[src/rtl/vga_pkg.sv]
`default_nettype none
// ============================================================================
// Module      : vga_pkg
// Description : 640x480@60 VGA timing constants shared by the sync generator
//               and the pixel painters.
// Revision    : 1.0 - initial release
// ============================================================================
package vga_pkg;

    localparam int VGA_H_DISPLAY = 640;
    localparam int VGA_H_FRONT   = 16;
    localparam int VGA_H_SYNC    = 96;
    localparam int VGA_H_BACK    = 48;
    localparam int VGA_V_DISPLAY = 480;
    localparam int VGA_V_FRONT   = 10;
    localparam int VGA_V_SYNC    = 2;
    localparam int VGA_V_BACK    = 33;

    localparam int VGA_H_TOTAL = VGA_H_DISPLAY + VGA_H_FRONT + VGA_H_SYNC + VGA_H_BACK;
    localparam int VGA_V_TOTAL = VGA_V_DISPLAY + VGA_V_FRONT + VGA_V_SYNC + VGA_V_BACK;

    // Both sync pulses are active-low in this mode.
    localparam logic SYNC_ACTIVE = 1'b0;

    localparam int COORD_W = 10;

endpackage
`default_nettype wire

[src/rtl/pixel_tick_div.sv]
`default_nettype none
// ============================================================================
// Module      : pixel_tick_div
// Description : Mod-DIV counter producing a one-clk terminal-count enable.
// Revision    : 1.0 - initial release
// ============================================================================
module pixel_tick_div #(
    parameter int DIV = 4
) (
    input  logic clk,
    input  logic rst,
    output logic tick
);

    generate
        if (DIV < 1) begin : g_bad_div
            $error("pixel_tick_div: DIV must be at least 1");
        end

        if (DIV == 1) begin : g_passthru
            logic w_unused;
            assign w_unused = ^{clk, rst};
            assign tick     = 1'b1;
        end else begin : g_count
            localparam int W = $clog2(DIV);
            localparam logic [W-1:0] C_LAST = W'(DIV - 1);
            localparam logic [W-1:0] C_ONE  = W'(1);

            logic [W-1:0] r_div;

            always_ff @(posedge clk or negedge rst) begin
                if (!rst) begin
                    r_div <= '0;
                end else if (r_div == C_LAST) begin
                    r_div <= '0;
                end else begin
                    r_div <= r_div + C_ONE;
                end
            end

            assign tick = (r_div == C_LAST);
        end
    endgenerate

endmodule
`default_nettype wire

[src/rtl/vga_sync_gen.sv]
`default_nettype none
// ============================================================================
// Module      : vga_sync_gen
// Description : VGA h/v timing generator: pixel enable, syncs, visible flag,
//               pixel coordinates and frame-start marker.
// Revision    : 1.0 - initial release
// ============================================================================
module vga_sync_gen
    import vga_pkg::*;
#(
    parameter int H_DISPLAY = VGA_H_DISPLAY,
    parameter int H_FRONT   = VGA_H_FRONT,
    parameter int H_SYNC    = VGA_H_SYNC,
    parameter int H_BACK    = VGA_H_BACK,
    parameter int V_DISPLAY = VGA_V_DISPLAY,
    parameter int V_FRONT   = VGA_V_FRONT,
    parameter int V_SYNC    = VGA_V_SYNC,
    parameter int V_BACK    = VGA_V_BACK,
    parameter int TICK_DIV  = 4
) (
    input  logic               clk,
    input  logic               rst,
    output logic               p_tick,
    output logic               hsync,
    output logic               vsync,
    output logic               video_on,
    output logic [COORD_W-1:0] pixel_x,
    output logic [COORD_W-1:0] pixel_y,
    output logic               frame_start
);

    localparam int H_TOTAL = H_DISPLAY + H_FRONT + H_SYNC + H_BACK;
    localparam int V_TOTAL = V_DISPLAY + V_FRONT + V_SYNC + V_BACK;

    generate
        if (H_TOTAL > (1 << COORD_W) || V_TOTAL > (1 << COORD_W)) begin : g_bad_total
            $error("vga_sync_gen: H_TOTAL/V_TOTAL do not fit the coordinate width");
        end
    endgenerate

    localparam logic [COORD_W-1:0] C_H_LAST   = COORD_W'(H_TOTAL - 1);
    localparam logic [COORD_W-1:0] C_V_LAST   = COORD_W'(V_TOTAL - 1);
    localparam logic [COORD_W-1:0] C_H_VIS    = COORD_W'(H_DISPLAY);
    localparam logic [COORD_W-1:0] C_V_VIS    = COORD_W'(V_DISPLAY);
    localparam logic [COORD_W-1:0] C_HS_FIRST = COORD_W'(H_DISPLAY + H_FRONT);
    localparam logic [COORD_W-1:0] C_HS_LAST  = COORD_W'(H_DISPLAY + H_FRONT + H_SYNC - 1);
    localparam logic [COORD_W-1:0] C_VS_FIRST = COORD_W'(V_DISPLAY + V_FRONT);
    localparam logic [COORD_W-1:0] C_VS_LAST  = COORD_W'(V_DISPLAY + V_FRONT + V_SYNC - 1);
    localparam logic [COORD_W-1:0] C_ONE      = COORD_W'(1);

    logic               w_tick;
    logic [COORD_W-1:0] w_x_nxt;
    logic [COORD_W-1:0] w_y_nxt;
    logic               w_hs_nxt;
    logic               w_vs_nxt;
    logic               w_vo_nxt;
    logic               w_fs_nxt;

    logic [COORD_W-1:0] r_x;
    logic [COORD_W-1:0] r_y;
    logic               r_hs;
    logic               r_vs;
    logic               r_vo;
    logic               r_fs;

    pixel_tick_div #(
        .DIV (TICK_DIV)
    ) u_tick_div (
        .clk  (clk),
        .rst  (rst),
        .tick (w_tick)
    );

    always_comb begin
        w_x_nxt = r_x;
        w_y_nxt = r_y;
        if (w_tick) begin
            if (r_x == C_H_LAST) begin
                w_x_nxt = '0;
                w_y_nxt = (r_y == C_V_LAST) ? '0 : r_y + C_ONE;
            end else begin
                w_x_nxt = r_x + C_ONE;
            end
        end
    end

    // Decoding the next counter values keeps the registered flags aligned
    // with the coordinates they describe.
    always_comb begin
        w_hs_nxt = ((w_x_nxt >= C_HS_FIRST) && (w_x_nxt <= C_HS_LAST)) ? SYNC_ACTIVE : ~SYNC_ACTIVE;
        w_vs_nxt = ((w_y_nxt >= C_VS_FIRST) && (w_y_nxt <= C_VS_LAST)) ? SYNC_ACTIVE : ~SYNC_ACTIVE;
        w_vo_nxt = (w_x_nxt < C_H_VIS) && (w_y_nxt < C_V_VIS);
        w_fs_nxt = (w_x_nxt == '0) && (w_y_nxt == '0);
    end

    // Counters start at the last position so the first tick lands on (0,0).
    always_ff @(posedge clk or negedge rst) begin
        if (!rst) begin
            r_x  <= C_H_LAST;
            r_y  <= C_V_LAST;
            r_hs <= ~SYNC_ACTIVE;
            r_vs <= ~SYNC_ACTIVE;
            r_vo <= 1'b0;
            r_fs <= 1'b0;
        end else begin
            r_x  <= w_x_nxt;
            r_y  <= w_y_nxt;
            r_hs <= w_hs_nxt;
            r_vs <= w_vs_nxt;
            r_vo <= w_vo_nxt;
            r_fs <= w_fs_nxt;
        end
    end

    assign p_tick      = w_tick;
    assign pixel_x     = r_x;
    assign pixel_y     = r_y;
    assign hsync       = r_hs;
    assign vsync       = r_vs;
    assign video_on    = r_vo;
    assign frame_start = r_fs;

endmodule
`default_nettype wire

[config.mk]
export PLATFORM = sky130hd
export DESIGN_NAME = vga_sync_gen
export DESIGN_NICKNAME = d
export VERILOG_FILES = /design/src/rtl/vga_pkg.sv /design/src/rtl/pixel_tick_div.sv /design/src/rtl/vga_sync_gen.sv
export SDC_FILE = /design/constraint.sdc
export NUM_CORES = 1
export LEC_CHECK = 0
export ABC_AREA = 1
export CORE_MARGIN = 10
export CORE_UTILIZATION = 57
export DETAILED_ROUTE_END_ITERATION = 6
export PLACE_DENSITY = 0.87
export SYNTH_ARGS = -nofsm -noshare
export SYNTH_HDL_FRONTEND = slang
export SYNTH_SLANG_ARGS = --single-unit
export TNS_END_PERCENT = 30
[constraint.sdc]
create_clock -name clk -period 4.65 [get_ports clk]
set_input_delay 0.93 -clock clk [delete_from_list [all_inputs] [get_ports clk]]
set_output_delay 0.93 -clock clk [all_outputs]
set_load 0.01 [all_outputs]
# After elaboration in Yosys (flattened, before gate mapping)
# Cells that the tools add are included.
# word_totals
elab_cells,33
inputBits,2
regBits,26
# op_classes
n_mux,8
add_sub_neg,3
reduce_logical,6
n_eq_ne,3
magnitude_cmp,6
# op_table
cell,count
$mux W10,5
$add A10 B1 Y10 const B,2
$eq A10 B10 Y1 const B,2
$logic_not A10 Y1,2
$ge A10 B10 Y1 const B,1
$ge A10 B9 Y1 const B,1
$le A10 B10 Y1 const B,1
$le A10 B9 Y1 const B,1
$lt A10 B10 Y1 const B,1
$lt A10 B9 Y1 const B,1
$logic_and A1 B1 Y1,4
$add A2 B1 Y2 const B,1
$eq A2 B2 Y1 const B,1
$mux W1,2
$mux W2,1

# Longest topological paths before layout
# Gate-level depths: netlist of the first run.
# logic_depth
word_depth,7
depth_mapped,14

# Modules after synthesis
# From an unflattened synthesis of the first run, not the netlist that was laid out.
# hier_totals
hier_cells,246
hier_area_um2,1746.7
# by_module_without_submodules
module,cells_per_inst,seq_area_each_um2,area_per_inst_um2,instances
vga_sync_gen,242,615.6,1680.4,1
pixel_tick_div,4,50.0,66.3,1

# Worst setup path after synthesis of the first run
# Ideal clock, no wire load.
# synth_timing
path_kind,register -> register
from,register r_x[0] (netlist: pixel_x[0])
to,register r_fs (netlist: frame_start)
period_less_slack_ns,1.798
t_arrival_ns,1.682
setup_slack_ns,2.852
stages_incl_launch_ff,12
required_ns,4.535
setup_time_ns,0.115
cell_sequence,dfstp_2 -> ha_1 -> nand3_2 -> nor2_4 -> nand3_2 -> buf_6 -> o21bai_1 -> nand2_1 -> nor2_1 -> nor2_1 -> nand3_1 -> nor2_1
# synth_between
elab_chain_cells,5
elab_cells_between_ends,9
# synth_rtl
element,line,text
"start, declared",vga_sync_gen.sv:59,logic [COORD_W-1:0] r_x;
"start signal, assigned",vga_sync_gen.sv:106,r_x <= w_x_nxt;
$eq A10 B10 Y1,vga_sync_gen.sv:78,if (r_x == C_H_LAST) begin
$mux W10,vga_sync_gen.sv:78,
$mux W10,vga_sync_gen.sv:77,if (w_tick) begin
net w_y_nxt[3],vga_sync_gen.sv:53,logic [COORD_W-1:0] w_y_nxt;
$logic_not A10 Y1,vga_sync_gen.sv:93,w_fs_nxt = (w_x_nxt == '0) && (w_y_nxt == '0);
$logic_and A1 B1 Y1,vga_sync_gen.sv:93,
net w_fs_nxt,vga_sync_gen.sv:57,logic w_fs_nxt;
"end signal, assigned",vga_sync_gen.sv:111,r_fs <= w_fs_nxt;
"end, declared",vga_sync_gen.sv:64,logic r_fs;
# The timed path passes the listed nets, and every way through them passes these cells.

# Final worst setup path of the first run
# layout_timing
from,register u_tick_div.g_count.r_div[0]
to,output p_tick
# layout_between
elab_chain_cells,1
# layout_rtl
element,line,text
"start, declared",pixel_tick_div.sv:29,logic [W-1:0] r_div;
"start signal, assigned",pixel_tick_div.sv:37,r_div <= r_div + C_ONE;
$eq A2 B2 Y1,pixel_tick_div.sv:41,assign tick = (r_div == C_LAST);
"end, declared",vga_sync_gen.sv:23,"output logic p_tick,"
# No other way between the ends.

==> results.tsv, run 1 <==
stage	metric	value	unit
run_status	outcome	completed	
place	gp_congestion	0.8677	
cts	cts-root-buf	clkbuf_4	
floorplan	rows	19	
floorplan	fp.dieH	73.26	µm
sta	setup_tns	0	ns
logic_synthesis	yosys-top-cells-area	dfrtp_1 22%, dfstp_2 20%, nand2_1 17%	
drt	dr_total_vias	1489	
power	p_per_area	171.8	nW/µm²
place	place_inst	285	
sta	worst_slew_pin_slew	0.8679	ns
logic_synthesis	synth_area_per_cell	6.998	µm²
final_layout	antenna_cells	0	
power	ir_drop	0.1783	mV
floorplan	initial_core_util	59.13	%
logic_synthesis	syn_nets	237	
cts	cts_tree	done	
logic_synthesis	synth_edf_count	0	
run	max_cap_viol_count	0	
global_route	antenna_found_initial	0	
logic_synthesis	ys_ff_latch	26	
critical_path	crit_path_top_delay_cell	clkdlybuf4s50_1	
sta	fin_crit	2.833	ns
cts	clock_sinks	26	
final_layout	final_util	69.93	%
final_layout	syn_to_final_growth	18.27	%
final_layout	post_route_cells_drive_above_1_share	11.67	%
place	dpl.hpwl	2786	µm
logic_synthesis	yosysTopAreaCell	dfrtp_1	
floorplan	die_w	73.26	µm
drt	via_per_inst	5.170	
global_route	grt-ovfl-total	0	
drt	drt_first_pass_iters	5	
sta	setup_viol_count_final	0	
logic_synthesis	synth_top_area_share	21.67	%
logic_synthesis	ys_types	26	
critical_path	worst-path-buf-inv	1	
global_route	grt_max_degree	21	
power	power_leakage	0.9298	nW
sta	final.setup_skew	0.003897	ns
final_layout	layout_commonest_cell	nand2_1	
logic_synthesis	yosysWarnings	0	
logic_synthesis	netlist_area	1617	µm²
floorplan	dieArea	5366	µm²
drt	drc	0	
drt	wl_per_cell	12.61	µm
floorplan	io_pins	27	
drt	postRouteAntennaNets	0	
cts	ctsResizeCount	0	
final_layout	most-common-layout-cells	72 x nand2_1, 37 x inv_1, 29 x nor2_1	
cts	cts_hold_buf	0	
cts	htree_num_levels	1	
final_layout	fillers	225	
critical_path	cp_max_fo	16	
cts	clock_latency	0.32	ns
global_route	grt_pass1_vias	1339	
sta	fmax	0.3530	GHz
critical_path	worstSetupStartpointType	flip-flop	
drt	drt_wl_total	3631	µm
worst_hold_path	min_path_type	reg -> reg	
sta	slew_headroom	41.96	%
place	portBuffers	26	
cts	numCtsBuffers	3	
global_route	track_usage	13.95	%
critical_path	worstPathCellList	ha_1 > clkdlybuf4s50_1	
critical_path	critPathMaxStageDelay	0.66	ns
final_layout	nets	265	
critical_path	end_kind	output port	
logic_synthesis	synthCells	231	
sta	finalCritPeriodShare	60.93	%
drt	drt_iter0_drc	131	
cts	path_clk_slew	0.13	ns
critical_path	crit_arrival	1.90	ns
sta	hold_violations	0	
floorplan	core-area	2734	µm²
logic_synthesis	seq_area_frac_synth	41.18	%
logic_synthesis	synth-main-ff-cell	dfrtp_1	
critical_path	cp.required	3.72	ns
logic_synthesis	async_reset_ff_share	100.0	%
sta	maxSlewViolCount	0	
cts	cts_setup_buffers	0	
critical_path	crit_type	reg -> out	
global_route	grt_pass1_wl	6182	µm
final_layout	stdcell_count	288	
sta	rsz0062_at_grt	no	
critical_path	cpLargestDelayFamily	buffers and inverters	
cts	clk_path_buf_depth	2	
## per-stage QoR
step	power [mW]	instance area (µm²)	hold slack (ns)	worst slack, ns
6_report	0.3284	1912	0.4629	1.817
3_3_place_gp	0.2362	1889	0.4123	2.214
5_1_grt	0.3412	1912	0.4768	1.724
3_5_place_dp	0.2364	1889	0.4420	2.185
2_1_floorplan	0.2306	1617	0.4031	2.852
4_1_cts	0.3310	1912	0.4599	1.815
## worst register-to-register path: stages (launching register included)
cell and delay, ns:
dfstp_2 0.59, ha_1 0.24, nand4_1 0.11, nor2_1 0.52
nand3_1 0.15, nand2_1 0.09, nand2_1 0.05, nand2_1 0.12
nand2_1 0.08, nor2_1 0.14, a21oi_1 0.09
## worst paths after layout
check	cells past startpoint	to	from	slack, ns
min	1	u_tick_div.g_count.r_div[0]	u_tick_div.g_count.r_div[0]	0.46
max in group asynchronous	2	pixel_y[2]	rst	2.85
max	2	p_tick	u_tick_div.g_count.r_div[0]	1.82
min reg2reg	1	u_tick_div.g_count.r_div[0]	u_tick_div.g_count.r_div[0]	0.46
max reg2reg	10	video_on	pixel_x[0]	2.37
min in group asynchronous	1	pixel_y[5]	rst	1.09
## sequential cells by signal (all words and copies together), names as in the netlist
name / cells
pixel_y: 10
video_on: 1
u_tick_div.g_count.r_div: 2
hsync: 1
vsync: 1
pixel_x: 10
frame_start: 1
## report_power, final
part | total, mW | leakage (nW) | internal, mW | switching, mW
Clock | 0.0961 | 0.0138 | 0.0304 | 0.0657
Combinational | 0.00559 | 0.605 | 0.00128 | 0.00431
Sequential | 0.227 | 0.311 | 0.227 | 0
Total | 0.328 | 0.930 | 0.258 | 0.0700
## cell type report
type | count | area (µm²) | share of cell area [%]
multi-input combinational | 160 | 763.2 | 39.92
timing repair buffer | 27 | 267.8 | 14.01
clock buffer | 3 | 22.52 | 1.178
sequential | 26 | 665.6 | 34.82
inverter | 41 | 153.9 | 8.050
tap | 31 | 38.79 | 2.029
## logic make-up (layout without fill, tap and decap cells)
logic type | after synthesis | count (layout) | synth area share, %
compound gates | 11 | 11 | 4.102
fa+ha+maj | 4 | 4 | 3.096
simple gates | 144 | 144 | 39.47
flops | 26 | 26 | 41.18
xor+xnor | 1 | 1 | 0.5419
buf+inv | 45 | 71 | 11.61
## synth_stat cells, types with 2 or more instances
master    count
inv_2         3
dfrtp_1      14
buf_6         2
nand2_1      72
o21ai_0       4
a21oi_1       2
nand3_1      24
inv_1        37
dfstp_2      12
nor2_1       29
nand3_2       2
nand4_1       7
nor2_4        2
nor2_2        3
o21bai_1      3
nor3_1        2
ha_1          4
## layer usage
metal	up-vias	track usage, %	share of wire [%]	wire length [µm]
met5	-	0	0	0
met4	0	4.008	0.58	21
met3	2	3.903	7.8	283
met2	48	21.20	46	1667
met1	673	18.72	46	1658
li1	766	-	-	-
No activity file was read; power rests on OpenSTA's default activity.
==> inputs of run 2 (changes only) <==
--- a/config.mk
+++ b/config.mk
@@ -7,9 +7,9 @@
 export LEC_CHECK = 0
 export ABC_AREA = 1
 export CORE_MARGIN = 10
-export CORE_UTILIZATION = 57
+export CORE_UTILIZATION = 47
 export DETAILED_ROUTE_END_ITERATION = 6
-export PLACE_DENSITY = 0.87
+export PLACE_DENSITY = 0.77
 export SYNTH_ARGS = -nofsm -noshare
 export SYNTH_HDL_FRONTEND = slang
 export SYNTH_SLANG_ARGS = --single-unit
==> constraint.sdc (replaced) <==
create_clock -name clk -period 2.6 [get_ports clk]
set_input_delay 0.52 -clock clk [delete_from_list [all_inputs] [get_ports clk]]
set_output_delay 0.52 -clock clk [all_outputs]
set_load 0.01 [all_outputs]
==> results.tsv, run 2 (same netlist as run 1, synthesis figures left out) <==
stage	metric	value	unit	change
global_route	antenna_found_initial	0		unchanged
drt	drc	0		unchanged
critical_path	worstReg2RegStart	pixel_x[0]		unchanged
critical_path	crit_type	reg -> out		unchanged
final_layout	syn_to_final_growth	21.21	%	was 18.27%
cts	path_clk_slew	0.15	ns	was 0.13 ns
sta	worst_slew_pin_slew	0.3564	ns	was 0.8679 ns
sta	whs	0.4422	ns	was 0.4629 ns
cts	clk_path_buf_depth	2		unchanged
critical_path	cp.required	2.08	ns	was 3.72 ns
critical_path	rrSetupSlack	0.57	ns	was 2.37 ns
global_route	grt-ovfl-total	0		unchanged
drt	drt_iter0_drc	116		was 131
sta	fin_crit	2.232	ns	
sta	finalCritPeriodShare	85.83	%	
sta	setup_viol_count_final	0		unchanged
floorplan	initial_core_util	48.44	%	was 59.13%
drt	wl_per_cell	12.02	µm	was 12.61 µm
cts	clock_sinks	26		unchanged
place	placedInstanceArea	1923	µm²	was 1889 µm²
drt	dr_total_vias	1469		was 1489
sta	final.setup_skew	0.002338	ns	was 0.003897 ns
place	gp_congestion	0.8445		was 0.8677
final_layout	final_util	58.72	%	was 69.93%
sta	rsz0062_at_grt	no		unchanged
worst_hold_path	min_path_type	reg -> reg		unchanged
critical_path	startpoint	u_tick_div.g_count.r_div[0]		unchanged
final_layout	antenna_cells	0		unchanged
sta	maxSlewViolCount	0		unchanged
drt	via_per_inst	4.801		was 5.170
drt	drt_first_pass_iters	4		was 5
run_status	outcome	completed		unchanged
floorplan	rows	21		was 19
place	portBuffers	26		unchanged
sta	layout_setup_ws	0.3683	ns	was 1.817 ns
sta	fmax	0.4481	GHz	
place	dp_slack	0.5772	ns	was 2.185 ns
cts	htree_num_levels	1		unchanged
cts	ctsResizeCount	0		unchanged
sta	slew_headroom	76.24	%	was 41.96%
final_layout	most-common-layout-cells	72 x nand2_1, 37 x inv_1, 29 x nor2_1		unchanged
floorplan	core-area	3337	µm²	was 2734 µm²
final_layout	design_area	1959	µm²	was 1912 µm²
power	ir_drop	0.2388	mV	was 0.1783 mV
global_route	track_usage	12.24	%	was 13.95%
critical_path	rr_endpoint	frame_start		was video_on
final_layout	layout_commonest_cell	nand2_1		unchanged
place	dpl.hpwl	2834	µm	was 2786 µm
floorplan	dieArea	6185	µm²	was 5366 µm²
floorplan	die_w	78.65	µm	was 73.26 µm
cts	cts_hold_buf	0		unchanged
global_route	grt_pass1_vias	1411		was 1339
floorplan	io_pins	27		unchanged
floorplan	fp.dieH	78.65	µm	was 73.26 µm
power	power_leakage	0.9479	nW	was 0.9298 nW
final_layout	nets	267		was 265
final_layout	post_route_cells_drive_above_1_share	12.69	%	was 11.67%
final_layout	stdcell_count	306		was 288
cts	clock_latency	0.32	ns	about the same
critical_path	end_kind	output port		unchanged
cts	cts-root-buf	clkbuf_4		unchanged
critical_path	crit_arrival	1.71	ns	was 1.90 ns
cts	numCtsBuffers	3		unchanged
power	p_per_area	321.1	nW/µm²	was 171.8 nW/µm²
sta	setup_tns	0	ns	unchanged
critical_path	rr_worst_depth	10		unchanged
cts	cts_setup_buffers	0		unchanged
critical_path	crit_end	p_tick		unchanged
cts	cts_tree	done		unchanged
sta	hold_violations	0		unchanged
global_route	grt_max_degree	27		was 21
run	max_cap_viol_count	0		unchanged
critical_path	worstSetupStartpointType	flip-flop		unchanged
place	place_inst	302		was 285
power	report.power.total	629.1	µW	was 328.4 µW
global_route	grt_pass1_wl	6361	µm	was 6182 µm
drt	drt_wl_total	3679	µm	was 3631 µm
drt	postRouteAntennaNets	0		unchanged
critical_path	cp_max_fo	9		was 16
[run 2: cell types whose count changed in the layout (fill, tap and decap cells not counted)]
| cell | before | now |
|---|---|---|
| clkbuf_8 | 0 | 1 |
| buf_4 | 1 | 3 |
[run 2: worst max-delay path, cell delays in order, from the launching register on]
cell and delay [ns]:
dfrtp_1 0.38, ha_1 0.37, clkdlybuf4s50_1 0.63
[run 2: how the worst min path moves through the flow]
stage,to,slack (ns),cells after the start,startpoint
final,u_tick_div.g_count.r_div[0],0.44,1,u_tick_div.g_count.r_div[0]
after global routing,u_tick_div.g_count.r_div[0],0.48,1,u_tick_div.g_count.r_div[0]
after CTS,u_tick_div.g_count.r_div[0],0.44,1,u_tick_div.g_count.r_div[0]
after detailed placement,u_tick_div.g_count.r_div[0],0.42,1,u_tick_div.g_count.r_div[0]
after global placement,u_tick_div.g_count.r_div[0],0.42,1,u_tick_div.g_count.r_div[0]
after floorplan,frame_start,0.22,0,rst
[run 2: routing by layer]
metal	up-vias	GRT usage [%]	routed length, µm
met5	-	0	0
met4	0	3.763	52
met3	6	3.645	205
met2	22	19.33	1621
met1	671	15.65	1800
li1	770	-	-
[run 2: report_power, final]
part	internal, mW	switching (mW)	leakage [nW]
Clock	0.0857	0.128	0.0210
Sequential	0.406	0	0.311
Combinational	0.00230	0.00775	0.616
Total	0.494	0.135	0.948
[run 2: area by class of cell]
cell class | count | area [µm²]
flip-flops and latches | 26 | 665.6
multi-input cells | 160 | 763.2
fillers | 316 | 1378
inverters | 41 | 153.9
well taps | 46 | 57.56
repair buffers | 29 | 282.8
clock buffers | 4 | 36.28
